--- src/rtl/r2sdf_bfly.sv ---
// Radix-2 single-path delay-feedback butterfly stage with saturating arithmetic.
// Define R2SDF_SCALE_EN for a round-half-up divide-by-2 on every butterfly result.
`ifndef DATA_WIDTH
`define DATA_WIDTH 16
`endif

package r2sdf_pkg;
  localparam int DW = `DATA_WIDTH;

  typedef logic [2*DW-1:0] data_sample_t;

  function automatic logic [DW-1:0] addsub(
    input logic [DW-1:0] a,
    input logic [DW-1:0] b,
    input logic          sub
  );
    logic [DW:0] pre;
    pre = sub ? {a[DW-1], a} - {b[DW-1], b}
              : {a[DW-1], a} + {b[DW-1], b};
`ifdef R2SDF_SCALE_EN
    pre = pre + {{DW{1'b0}}, 1'b1};
    return pre[DW:1];
`else
    if (pre[DW] != pre[DW-1])
      return pre[DW] ? {1'b1, {(DW-1){1'b0}}}
                     : {1'b0, {(DW-1){1'b1}}};
    return pre[DW-1:0];
`endif
  endfunction

  function automatic data_sample_t cplx(
    input data_sample_t d,
    input data_sample_t x,
    input logic         sub
  );
    return {addsub(d[2*DW-1:DW], x[2*DW-1:DW], sub),
            addsub(d[DW-1:0], x[DW-1:0], sub)};
  endfunction
endpackage

module r2sdf_bfly
  import r2sdf_pkg::*;
#(
  parameter int DELAY = 8,
  parameter int CNT_W = $clog2(2*DELAY)
) (
  input  logic         clock,
  input  logic         reset_n,
  input  logic         in_valid,
  input  data_sample_t in_data,
  output logic         out_valid,
  output data_sample_t out_data,
  output logic         out_first
);

  typedef enum logic [1:0] {
    PRIME,
    BFLY,
    PASS
  } state_t;

  state_t       state;
  logic [CNT_W-1:0] cnt;
  data_sample_t dl [DELAY];
  data_sample_t head;
  data_sample_t sum;
  data_sample_t diff;
  data_sample_t push;
  logic         half_end;
  logic         frame_end;

  assign head      = dl[DELAY-1];
  assign sum       = cplx(head, in_data, 1'b0);
  assign diff      = cplx(head, in_data, 1'b1);
  assign push      = (state == BFLY) ? diff : in_data;
  assign half_end  = cnt == CNT_W'(DELAY-1);
  assign frame_end = cnt == CNT_W'(2*DELAY-1);

  always_ff @(posedge clock) begin
    if (!reset_n) begin
      state     <= PRIME;
      cnt       <= '0;
      out_valid <= 1'b0;
      out_first <= 1'b0;
      out_data  <= '0;
    end else begin
      out_valid <= 1'b0;
      out_first <= 1'b0;
      if (in_valid) begin
        cnt <= frame_end ? '0 : cnt + 1'b1;
        unique case (state)
          PRIME: begin
            if (half_end) state <= BFLY;
          end
          BFLY: begin
            out_valid <= 1'b1;
            out_first <= cnt == CNT_W'(DELAY);
            out_data  <= sum;
            if (frame_end) state <= PASS;
          end
          PASS: begin
            out_valid <= 1'b1;
            out_data  <= head;
            if (half_end) state <= BFLY;
          end
          default: state <= PRIME;
        endcase
      end
    end
  end

  // Head is read combinationally before the shift overwrites it.
  always_ff @(posedge clock) begin
    if (in_valid) begin
      dl[0] <= push;
      for (int i = 1; i < DELAY; i++)
        dl[i] <= dl[i-1];
    end
  end

endmodule

--- config.mk ---
export PLATFORM = sky130hd
export DESIGN_NAME = r2sdf_bfly
export DESIGN_NICKNAME = d
export VERILOG_FILES = /design/src/rtl/r2sdf_bfly.sv
export SDC_FILE = /design/constraint.sdc
export NUM_CORES = 1
export LEC_CHECK = 0
export ABC_AREA = 1
export BUFFER_PORTS_ARGS = -buffer_cell sky130_fd_sc_hd__buf_2
export CORE_ASPECT_RATIO = 2
export CORE_MARGIN = 1.5
export CORE_UTILIZATION = 56
export CTS_CLUSTER_DIAMETER = 80
export DETAILED_ROUTE_END_ITERATION = 6
export HOLD_SLACK_MARGIN = 0.02
export PLACE_DENSITY_LB_ADDON = 0.1
export REMOVE_ABC_BUFFERS = 1
export SYNTH_ARGS = -nofsm -noshare
export SYNTH_HDL_FRONTEND = slang
export SYNTH_SLANG_ARGS = --single-unit
--- constraint.sdc ---
create_clock -name clock -period 2.95 [get_ports clock]
set_input_delay 0.59 -clock clock [delete_from_list [all_inputs] [get_ports clock]]
set_output_delay 0.59 -clock clock [all_outputs]
set_load 0.02 [all_outputs]
* After elaboration in Yosys (flattened, before gate mapping)
Memories as Yosys holds them, arrays and structs flattened.
Cells that the tools add are included.
** Word-level totals
- Bits in registers :: 40
- RAM bits :: 256
- Input bits :: 35
- Output and inout port bits :: 34
- Word-level logic and storage cells :: 55
- Memories :: 1
** Cells by class
- $add $sub $neg :: 5
- Equal/unequal tests :: 11
- Multiplexer cells :: 25
- Reductions and logical operators :: 8
** Memories
- dl :: depth 8, bits a word 32, read ports 8, clocked after memory_dff 0, write ports 8, line 64 : data_sample_t dl [DELAY];
** Operators with widths (number)
- 16-bit two-way mux :: 12
- 32-bit case mux with 2 select lines :: 1
- 16-bit by 16-bit adder with 17-bit output :: 2
- 16-bit by 16-bit subtractor with 17-bit output :: 2
- 32-bit two-way mux :: 1
- 4-bit == test, second input constant :: 2
- 1-bit two-way mux :: 7
- 3-bit AND reduction :: 2
- 4-bit by 1-bit adder with 4-bit output, second input constant :: 1
- 4-bit by 3-bit == test with 1-bit output, second input constant :: 1
- 2-bit two-way mux :: 2
- 4-bit two-way mux :: 1
- 1-bit != test :: 4
- 2-bit case mux with 2 select lines :: 1
- 2-bit AND reduction :: 2
- 2-bit OR reduction :: 2
- 2-bit by 1-bit == test with 1-bit output, second input constant :: 1
- 2-bit == test, second input constant :: 1
- 2-bit zero test :: 1
- 2-bit by 1-bit != test with 1-bit output, second input constant :: 1
- 2-bit != test, second input constant :: 1
- 2-bit nonzero test :: 1

* Depth between registers and ports, before layout
Gate-level depths: netlist of the first run.
- Depth after elaboration :: 5
- Mapped depth :: 22
- Mapped depth without buffers :: 21

* Worst setup path before layout of the first run
Ideal clock, no wire load.
- Kind :: input-to-reg
- From :: in in_data[2]
- To :: mem dl[0][9] (netlist bit) (data pin)
- Setup time :: 0.253 ns
- Data arrival time :: 2.928 ns
- Path slack :: -0.231 ns
- Stages on the path :: 21
- Buffers on the path :: 1
- Cell sequence :: inv_1 ha_1 buf_4 a21oi_1 nand2_1 inv_1 nor2_1 nor2_1 inv_1 nand2_1 nand2_1 nand3_1 nand2_1 xor2_1 inv_1 ha_1 clkinv_1 nand2_1 nor2_1 nor2_1 nor2_1
** RTL lines
- start: declaration :: line 50 : input data_sample_t in_data,
- end: declaration :: line 64

==> results of run 1 <==
## flip-flops by register name (all words and copies together), names as in the netlist
signal / count
cnt: 4
dl: 256
out_data: 32
out_first: 1
out_valid: 1
state: 2
## metal layers
layer	GRT usage, %	vias to the layer above	wire, um
met5	0	-	0
met4	16.4	0	2140
met3	3.38	111	1190
met2	55.5	244	20600
met1	28.9	4838	12700
li1	-	5033	-
## metrics by stage
step	instances	worst slack (ns)
6_report	1952	0.0617
3_5_place_dp	1898	-0.452
2_1_floorplan	1297	-0.241
5_1_grt	1952	-0.157
3_3_place_gp	1898	-0.368
4_1_cts	1948	0.00355
## worst min-delay path by stage
| stage | cells past startpoint | slack, ns | end |
|---|---|---|---|
| 2_1_floorplan | 0 | 0.40 | dl[0][100] |
| 3_3_place_gp | 0 | 0.40 | dl[0][104] |
| 3_5_place_dp | 0 | 0.40 | dl[0][68] |
| 4_1_cts | 3 | 0.40 | dl[0][27] |
| 5_1_grt | 3 | 0.41 | dl[0][28] |
| 6_report | 0 | 0.42 | dl[1][12] |
## synthesized netlist by cell type, types with 3 or more instances
| cell type | n | area share (%) |
|---|---|---|
| o21bai_1 | 7 | 0.37 |
| nand4_1 | 13 | 0.58 |
| dfxtp_1 | 40 | 5.7 |
| a31oi_1 | 13 | 0.58 |
| ha_1 | 74 | 6.6 |
| nand3_2 | 13 | 0.92 |
| nand2_2 | 20 | 0.89 |
| o21ai_1 | 5 | 0.18 |
| buf_6 | 8 | 0.64 |
| xor2_1 | 26 | 1.6 |
| buf_2 | 9 | 0.32 |
| nor3_1 | 12 | 0.43 |
| inv_2 | 12 | 0.32 |
| edfxtp_1 | 256 | 55 |
| a21o_1 | 5 | 0.27 |
| nand2_1 | 263 | 7.0 |
| nand3_1 | 68 | 2.4 |
| fa_1 | 4 | 0.57 |
| o21ai_2 | 3 | 0.19 |
| a21oi_2 | 17 | 1.1 |
| o21ai_0 | 53 | 1.9 |
| clkbuf_1 | 16 | 0.43 |
| buf_4 | 9 | 0.48 |
| inv_1 | 134 | 3.6 |
| nor2_1 | 152 | 4.0 |
| a21oi_1 | 90 | 3.2 |
## cells by family after synthesis
| logic type | after synthesis |
|---|---|
| compound gates | 201 |
| simple gates | 548 |
| buf+inv | 193 |
| xor+xnor | 26 |
| fa+ha+maj | 78 |
| flops | 296 |
## report_power, final
part	internal [uW]	switching, uW
clock network	1950	1490
registers	4880	124
logic	997	1400
total	7820	3010
## cell type report
| cell class | count | area (um2) |
|---|---|---|
| tap | 336 | 420 |
| clock inverter | 17 | 174 |
| fill | 1883 | 7530 |
| sequential | 296 | 8490 |
| clock buffer | 31 | 691 |
| timing repair buffer | 271 | 2000 |
| multi-input combinational | 853 | 5070 |
| inverter | 148 | 559 |
## timing repair
| item | 4_1_cts | 5_1_grt |
|---|---|---|
| setup endpoints to repair | 30 | 43 |
| pin swaps | 4 | 24 |
| hold buffers | 0 | 0 |
| buffers inserted | 2 | 4 |
| gates resized for setup | 18 | 62 |
==> results.sh, run 1 <==
export IMPL_outcome="finished, final reports clean"
export IMPL_antenna_left=0
export IMPL_p_leak_uw=0.00759
export IMPL_clock_sinks=296
export IMPL_place_area_um2=16200
export IMPL_first_global_vias=10400
export IMPL_synth_mux_area_share_pct=0
export IMPL_critical_path_cell_chain="buf_4 -> inv_1 -> fa_1 -> inv_1 -> nand2_1 -> nand2_2 -> nand2_1 -> nand2_2 -> nand2_2 -> nand3_1 -> nand2_1 -> ha_4 -> inv_2 -> buf_8 -> nand3_2 -> nand3_2 -> nand2_1 -> a21oi_1"
export IMPL_rsz0062_at_grt="true"
export IMPL_crit_top_cell="nand2_1"
export IMPL_rows=82
export IMPL_worstHoldPathType="flip-flop to flip-flop"
export IMPL_cts_buffers_inserted=26
export IMPL_die_w_um=115
export IMPL_whs_ns=0.416
export IMPL_synth_compound_area_share_pct=8.29
export IMPL_drive_gt1_share_pct=27.4
export IMPL_area_growth_pct=23.5
export IMPL_synth_top_flop_cell="edfxtp_1"
export IMPL_tns_ns=0
export IMPL_slew_headroom_pct=56.4
export IMPL_syn_inst=1342
export IMPL_totalPowerFinal_uw=10800
export IMPL_hold_start="dl[0][108]"
export IMPL_power_density_nw_per_um2=623
export IMPL_cp_buffers_inverters=5
export IMPL_cp_top_family="simple AND/OR/NAND/NOR gates"
export IMPL_io_buffers=68
export IMPL_ys_seq_area_share_pct=60.2
export IMPL_fin_crit_sh_pct=97.9
export IMPL_diodes=0
export IMPL_ys_async_sr_fraction_pct=0
export IMPL_grt_max_degree=91
export IMPL_path_depth=18
export IMPL_synth_seq_cells=296
export IMPL_maxSlewViolCount=0
export IMPL_antenna_found_initial=0
export IMPL_r2r_end="out_data[10]"
export IMPL_final_common_cell="edfxtp_1"
export IMPL_synth_simple_area_share_pct=16.7
export IMPL_synth_cell_type_count=40
export IMPL_synth_fa_ha_area_share_pct=7.14
export IMPL_hpwl_um=27000
export IMPL_gr_usage_all_layers_pct=28.7
export IMPL_finish_instance_area_um2=17400
export IMPL_synth_xor_area_share_pct=1.62
export IMPL_synth_edff_count=256
export IMPL_synth_top_family_by_area="simple AND/OR/NAND/NOR gates"
export IMPL_fmax_mhz=346
export IMPL_ys_warn_count=0
export IMPL_peakVddDrop_mv=0.564
export IMPL_htreeDepth=1
export IMPL_required_ns=3.41
export IMPL_rr_worst_depth=18
export IMPL_die_h_um=227
export IMPL_start_kind="flip-flop"
export IMPL_worst_path_max_delay_cell="edfxtp_1"
export IMPL_finalCriticalPeriod_ns=2.89
export IMPL_clock_latency_ns=0.55
export IMPL_drt_first_pass_iters=5
export IMPL_drc_errors=0
export IMPL_cap_viol_max_count=0
export IMPL_core_area_um2=24900
export IMPL_worstSetupEndpoint="out_data[10]"
export IMPL_mostFrequentLayoutCells="edfxtp_1 (256), nand2_1 (252), buf_4 (190)"
export IMPL_endpoint_kind="flip-flop"
export IMPL_final_nets=1709
export IMPL_worst_pin_slew_ns=0.654
export IMPL_skew_ns=0.0153
export IMPL_path_clk_slew_ns=0.08
export IMPL_gp_congestion=0.960
export IMPL_clockRootBuffer="clkbuf_16"
export IMPL_final_core_util_pct=69.8
export IMPL_crit_fanout=8
export IMPL_setup_viol=0
export IMPL_hold_viol=0
export IMPL_drt_iter0_markers=520
export IMPL_avgSynthCellArea_um2=10.5
export IMPL_viasPerCell=5.24
export IMPL_crit_type="flip-flop to flip-flop"
export IMPL_cts_buffer_depth=3
export IMPL_start_util_pct=56.5
export IMPL_max_stage_delay_ns=0.43
export IMPL_synth_area_um2=14100
export IMPL_tritoncts="built"
export IMPL_finalWirelength_um=36600
export IMPL_num_vias=10200
export IMPL_cp_data_arrival_time_ns=3.35
export IMPL_r2r_start="dl[1][97]"
export IMPL_grt_first_pass_wirelength_um=55200
export IMPL_die_area_um2=26200
export IMPL_post_drt_wl_per_cell_um=18.7
export IMPL_r2r_setup_slack_ns=0.06
export IMPL_startpoint="dl[1][97]"
export IMPL_ioPinCount=69
export IMPL_grt_overflow=0
No activity file was read; power rests on OpenSTA's default activity.
==> run 2, diff against run 1 <==
--- a/config.mk
+++ b/config.mk
@@ -7,14 +7,17 @@
 export LEC_CHECK = 0
 export ABC_AREA = 1
 export BUFFER_PORTS_ARGS = -buffer_cell sky130_fd_sc_hd__buf_2
+export CELL_PAD_IN_SITES_DETAIL_PLACEMENT = 0
+export CELL_PAD_IN_SITES_GLOBAL_PLACEMENT = 1
 export CORE_ASPECT_RATIO = 2
 export CORE_MARGIN = 1.5
-export CORE_UTILIZATION = 56
+export CORE_UTILIZATION = 49
 export CTS_CLUSTER_DIAMETER = 80
 export DETAILED_ROUTE_END_ITERATION = 6
 export HOLD_SLACK_MARGIN = 0.02
 export PLACE_DENSITY_LB_ADDON = 0.1
 export REMOVE_ABC_BUFFERS = 1
+export SETUP_SLACK_MARGIN = 0.02
 export SYNTH_ARGS = -nofsm -noshare
 export SYNTH_HDL_FRONTEND = slang
 export SYNTH_SLANG_ARGS = --single-unit
==> constraint.sdc (replaced) <==
create_clock -name clock -period 3 [get_ports clock]
set_input_delay 0.6 -clock clock [delete_from_list [all_inputs] [get_ports clock]]
set_output_delay 0.6 -clock clock [all_outputs]
set_load 0.02 [all_outputs]
==> results.sh, run 2 (synthesis gave the netlist of run 1 again) <==
export IMPL_fill_cells=2446
export IMPL_die_w_um=123
export IMPL_start_kind="flip-flop"
export IMPL_cts_buffers_inserted=25
export IMPL_sw_frac_of_total_pct=28.4
export IMPL_outcome="finished, final reports clean"
export IMPL_worst_pin_slew_ns=0.650
export IMPL_post_drt_wl_per_cell_um=19.0
export IMPL_largest_register="dl"
export IMPL_gp_congestion=0.943
export IMPL_hold_viol=0
export IMPL_tritoncts="built"
export IMPL_rr_worst_depth=19
export IMPL_power_switching_uw=2970
export IMPL_num_vias=10200
export IMPL_drive_gt1_share_pct=28.3
export IMPL_final_core_util_pct=62.2
export IMPL_clock_sinks=296
export IMPL_start_util_pct=50.0
export IMPL_rows=87
export IMPL_skew_ns=0.0143
export IMPL_die_area_um2=29800
export IMPL_reg_top3="dl: 256 flops, out_data: 32 flops, cnt: 4 flops"
export IMPL_first_global_vias=10600
export IMPL_path_clk_slew_ns=0.07
export IMPL_setup_viol=0
export IMPL_hold_start="dl[0][84]"
export IMPL_r2r_start="dl[1][98]"
export IMPL_io_buffers=68
export IMPL_r2r_setup_slack_ns=0.04
export IMPL_htreeDepth=1
export IMPL_grt_overflow=0
export IMPL_area_growth_pct=24.5
export IMPL_slew_headroom_pct=56.7
export IMPL_antenna_found_initial=2
export IMPL_finalWirelength_um=37700
export IMPL_die_h_um=243
export IMPL_p_comb_share_pct=23.7
export IMPL_setup_slack_ns=0.0422
export IMPL_endpoint_kind="flip-flop"
export IMPL_drt_first_pass_iters=6
export IMPL_fmax_mhz=338
export IMPL_whs_ns=0.411
export IMPL_power_density_nw_per_um2=597
export IMPL_crit_type="flip-flop to flip-flop"
export IMPL_drc_errors=0
export IMPL_gr_usage_all_layers_pct=25.6
export IMPL_antenna_left=0
export IMPL_rsz0062_at_grt="true"
export IMPL_required_ns=3.47
export IMPL_cp_data_arrival_time_ns=3.42
export IMPL_fin_crit_sh_pct=98.6
export IMPL_cts_buffer_depth=3
export IMPL_p_int_uw=7490
export IMPL_multi_input_area_um2=5140
export IMPL_holdBufCountCts=0
export IMPL_clockRootBuffer="clkbuf_16"
export IMPL_grt_max_degree=76
export IMPL_worstHoldPathType="flip-flop to flip-flop"
export IMPL_crit_fanout=6
export IMPL_cap_viol_max_count=0
export IMPL_sequentialPowerShare_pct=47.0
export IMPL_viasPerCell=5.15
export IMPL_hpwl_um=28200
export IMPL_finalCriticalPeriod_ns=2.96
export IMPL_largest_reg_flops=256
export IMPL_ioPinCount=69
export IMPL_maxSlewViolCount=0
export IMPL_drt_iter0_markers=527
export IMPL_grt_first_pass_wirelength_um=56800
export IMPL_p_clk_share_pct=29.3
export IMPL_final_common_cell="edfxtp_1"
export IMPL_mostFrequentLayoutCells="edfxtp_1 (256), nand2_1 (251), buf_4 (196)"
export IMPL_clock_latency_ns=0.53
export IMPL_hold_depth=0
export IMPL_place_ws_ns=-0.428
export IMPL_final_nets=1719
export IMPL_p_leak_uw=0.00763
export IMPL_peakVddDrop_mv=0.627
export IMPL_startpoint="dl[1][98]"
export IMPL_register_area_um2=8490
export IMPL_core_area_um2=28200
==> run 2: cell types whose count changed in the layout (fill, tap and decap cells not counted), moves of 3 or more <==
cell     change
a21oi_1      -7
buf_4        +6
a21oi_2      +5
o21ai_2      +5
o21ai_0      -4
ha_4         -3
o21ai_1      -3
==> run 2: layer usage <==
metal	routed length, um	GRT usage, %	share of wire (%)
met1	12900	25.4	34
met2	21400	49.6	57
met3	908	2.30	2.4
met4	2440	14.9	6.5
met5	0	0	0
==> run 2: layout make-up <==
type,instances,area share (%)
antenna,2,0.0285
clock buffer,32,3.77
clock inverter,13,0.564
inverter,148,3.17
multi-input combinational,853,29.3
sequential,296,48.4
tap,356,2.54
timing repair buffer,282,12.2
==> run 2: path summary, 6_finish.rpt <==
check,to
min,dl[0][116]
min reg2reg,dl[0][116]
max reg2reg,out_data[4]
max,out_data[4]
==> run 2: critical path: stages, from the launching register on <==
cell and delay, ns:
edfxtp_1 0.44, ha_4 0.33, inv_2 0.04, a21oi_2 0.15
nand2_1 0.09, nand2_1 0.08, nand2_2 0.08, nand2_2 0.10
nand3_2 0.09, nand2_2 0.08, nand2_2 0.05, a21oi_2 0.12
xor2_1 0.19, inv_1 0.10, ha_4 0.28, buf_6 0.11
nand3_4 0.11, buf_16 0.18, a21o_1 0.16, a21oi_1 0.12
==> run 2: repair_timing <==
item                                    CTS  global route
pin swaps                                11            37
endpoints found under the hold margin     0             0
buffers inserted                          4             9
resized for setup                        36            65
gates cloned                              1             1
endpoints found under the setup margin   30            42
==> run 2: power groups by stage <==
stage               Clock (uW)  Combinational [uW]  Sequential, uW
finish                    3070                2490            4920
global route              3300                2700            4940
detailed placement           0                2180            5000
CTS                       3160                2320            4920
global placement             0                2170            5000
floorplan                    0                1090            5000
==> run 2: per-stage QoR <==
stage | power [uW] | instances | TNS (ns) | cell area (um2)
2_1_floorplan | 6090 | 1297 | -3.94 | 13800
3_3_place_gp | 7160 | 1920 | -9.65 | 16200
3_5_place_dp | 7180 | 1920 | -11.36 | 16200
4_1_cts | 10400 | 1970 | -0.00428 | 17200
5_1_grt | 11000 | 1982 | -2.49 | 17500
6_report | 10500 | 1982 | 0 | 17500
==> run 3, diff against run 2 <==
--- a/config.mk
+++ b/config.mk
@@ -10,8 +10,8 @@
 export CELL_PAD_IN_SITES_DETAIL_PLACEMENT = 0
 export CELL_PAD_IN_SITES_GLOBAL_PLACEMENT = 1
 export CORE_ASPECT_RATIO = 2
-export CORE_MARGIN = 1.5
-export CORE_UTILIZATION = 49
+export CORE_MARGIN = 4
+export CORE_UTILIZATION = 53
 export CTS_CLUSTER_DIAMETER = 80
 export DETAILED_ROUTE_END_ITERATION = 6
 export HOLD_SLACK_MARGIN = 0.02
==> constraint.sdc (replaced) <==
create_clock -name clock -period 3.6 [get_ports clock]
set_input_delay 0.72 -clock clock [delete_from_list [all_inputs] [get_ports clock]]
set_output_delay 0.72 -clock clock [all_outputs]
set_load 0.02 [all_outputs]
==> results.sh, run 3 (synthesis gave the netlist of run 1 again) <==
export IMPL_outcome="finished, final reports clean"
export IMPL_diodes=0
export IMPL_clockRootBuffer="clkbuf_16"
export IMPL_final_nets=1565
export IMPL_reg_top3="dl: 256 flops, out_data: 32 flops, cnt: 4 flops"
export IMPL_path_clk_slew_ns=0.07
export IMPL_whs_ns=0.409
export IMPL_max_stage_delay_ns=0.42
export IMPL_worst_pin_slew_ns=0.692
export IMPL_die_w_um=123
export IMPL_largest_reg_flops=256
export IMPL_finish_instance_area_um2=16000
export IMPL_grt_first_pass_wirelength_um=53800
export IMPL_mostFrequentLayoutCells="nand2_1 (262), edfxtp_1 (256), nor2_1 (151)"
export IMPL_io_buffers=68
export IMPL_fmax_mhz=307
export IMPL_start_kind="flip-flop"
export IMPL_viasPerCell=5.31
export IMPL_cts_buffers_inserted=26
export IMPL_cts_buffer_depth=3
export IMPL_endpoint_kind="flip-flop"
export IMPL_clock_sinks=296
export IMPL_hold_start="dl[0][16]"
export IMPL_cp_data_arrival_time_ns=3.74
export IMPL_whs_endpoint="dl[0][48]"
export IMPL_maxSlewViolCount=0
export IMPL_rsz0062_at_grt="false"
export IMPL_drc_errors=0
export IMPL_critical_path_cell_chain="ha_1 -> inv_1 -> a21oi_1 -> nand2_1 -> nand2_1 -> nand2_1 -> nand2_1 -> nand3_1 -> nand2_1 -> nand2_1 -> a21oi_2 -> xor2_1 -> inv_1 -> ha_1 -> clkinv_1 -> buf_4 -> nor2_1 -> o21ai_0 -> a21oi_1"
export IMPL_post_drt_wl_per_cell_um=19.2
export IMPL_p_leak_uw=0.00685
export IMPL_hold_depth=0
export IMPL_fill_cells=2288
export IMPL_hold_viol=0
export IMPL_r2r_start="dl[1][98]"
export IMPL_place_area_um2=15100
export IMPL_r2r_end="out_data[0]"
export IMPL_antenna_found_initial=0
export IMPL_r2r_setup_slack_ns=0.34
export IMPL_crit_fanout=4
export IMPL_antenna_left=0
export IMPL_drt_iter0_markers=524
export IMPL_required_ns=4.09
export IMPL_htreeDepth=1
export IMPL_core_area_um2=26300
export IMPL_setup_viol=0
export IMPL_drt_first_pass_iters=5
export IMPL_ctsResizeCount=0
export IMPL_fin_cells=1815
export IMPL_finalCriticalPeriod_ns=3.26
export IMPL_holdBufCountCts=0
export IMPL_worstHoldPathType="flip-flop to flip-flop"
export IMPL_gr_usage_all_layers_pct=24.3
export IMPL_tritoncts="built"
export IMPL_slew_headroom_pct=53.8
export IMPL_drive_gt1_share_pct=16.5
export IMPL_finalWirelength_um=34900
export IMPL_peakVddDrop_mv=0.570
export IMPL_largest_register="dl"
export IMPL_totalPowerFinal_uw=8480
export IMPL_die_h_um=239
export IMPL_area_growth_pct=13.3
export IMPL_tns_ns=0
export IMPL_start_util_pct=53.6
export IMPL_dp_cells=1768
export IMPL_worst_path_max_delay_cell="edfxtp_1"
export IMPL_skew_ns=0.0326
export IMPL_crit_top_cell="nand2_1"
export IMPL_power_density_nw_per_um2=532
export IMPL_grt_overflow=0
export IMPL_post_cts_setup_buffer_count=0
export IMPL_hpwl_um=26000
export IMPL_crit_type="flip-flop to flip-flop"
export IMPL_gp_congestion=0.997
export IMPL_grt_max_degree=121
export IMPL_ioPinCount=69
export IMPL_fin_crit_sh_pct=90.5
export IMPL_first_global_vias=9817
export IMPL_rows=84
export IMPL_die_area_um2=29400
export IMPL_num_vias=9631
export IMPL_final_common_cell="nand2_1"
export IMPL_clock_latency_ns=0.56
export IMPL_cap_viol_max_count=0
export IMPL_rr_worst_depth=19
[run 3: critical path: cells and delay by family (launching register included)]
kind	cells	cell delay (ns)
AOI/OAI and AO/OA	4	0.63
xor gates and xnor gates	1	0.20
adders and majority gates	2	0.65
buffers and inverters	4	0.46
DFF	1	0.42
and+or+nand+nor	8	0.83
[run 3: where the power goes]
group	switching (uW)	internal (uW)	total (uW)
registers	99.1	4000	4100
logic	1030	552	1580
clock network	1240	1570	2810
[run 3: metrics by stage]
stage               worst slack [ns]  utilization (%)
floorplan                      0.279                -
global placement            -0.00963             57.4
detailed placement           -0.0813             57.4
CTS                            0.327             60.7
global route                  0.0350             60.7
finish                         0.342             60.7
[run 3: area by class of cell]
type | instances | area [um2] | area share, %
Timing Repair Buffer | 127 | 856 | 5.36
Multi-Input combinational cell | 853 | 4770 | 29.9
Sequential cell | 296 | 8490 | 53.2
Tap cell | 344 | 430 | 2.70
Clock buffer | 31 | 669 | 4.19
Inverter | 148 | 556 | 3.48
Clock inverter | 16 | 194 | 1.22
[run 3: worst max-delay path by stage]
stage | startpoint | endpoint | cells past startpoint
global route | dl[1][98] | out_data[1] | 19
global placement | in_data[2] | out_data[0] | 21
finish | dl[1][98] | out_data[0] | 19
floorplan | in_data[2] | out_data[4] | 19
detailed placement | in_data[2] | dl[0][13] | 22
CTS | dl[1][98] | dl[0][13] | 20
[run 3: metal layers]
metal	vias to the layer above	wire length, um	track usage (%)
met5	-	0	0
met4	0	1670	10.8
met3	98	991	2.08
met2	202	19900	47.7
met1	4590	12300	25.4
li1	4741	-	-
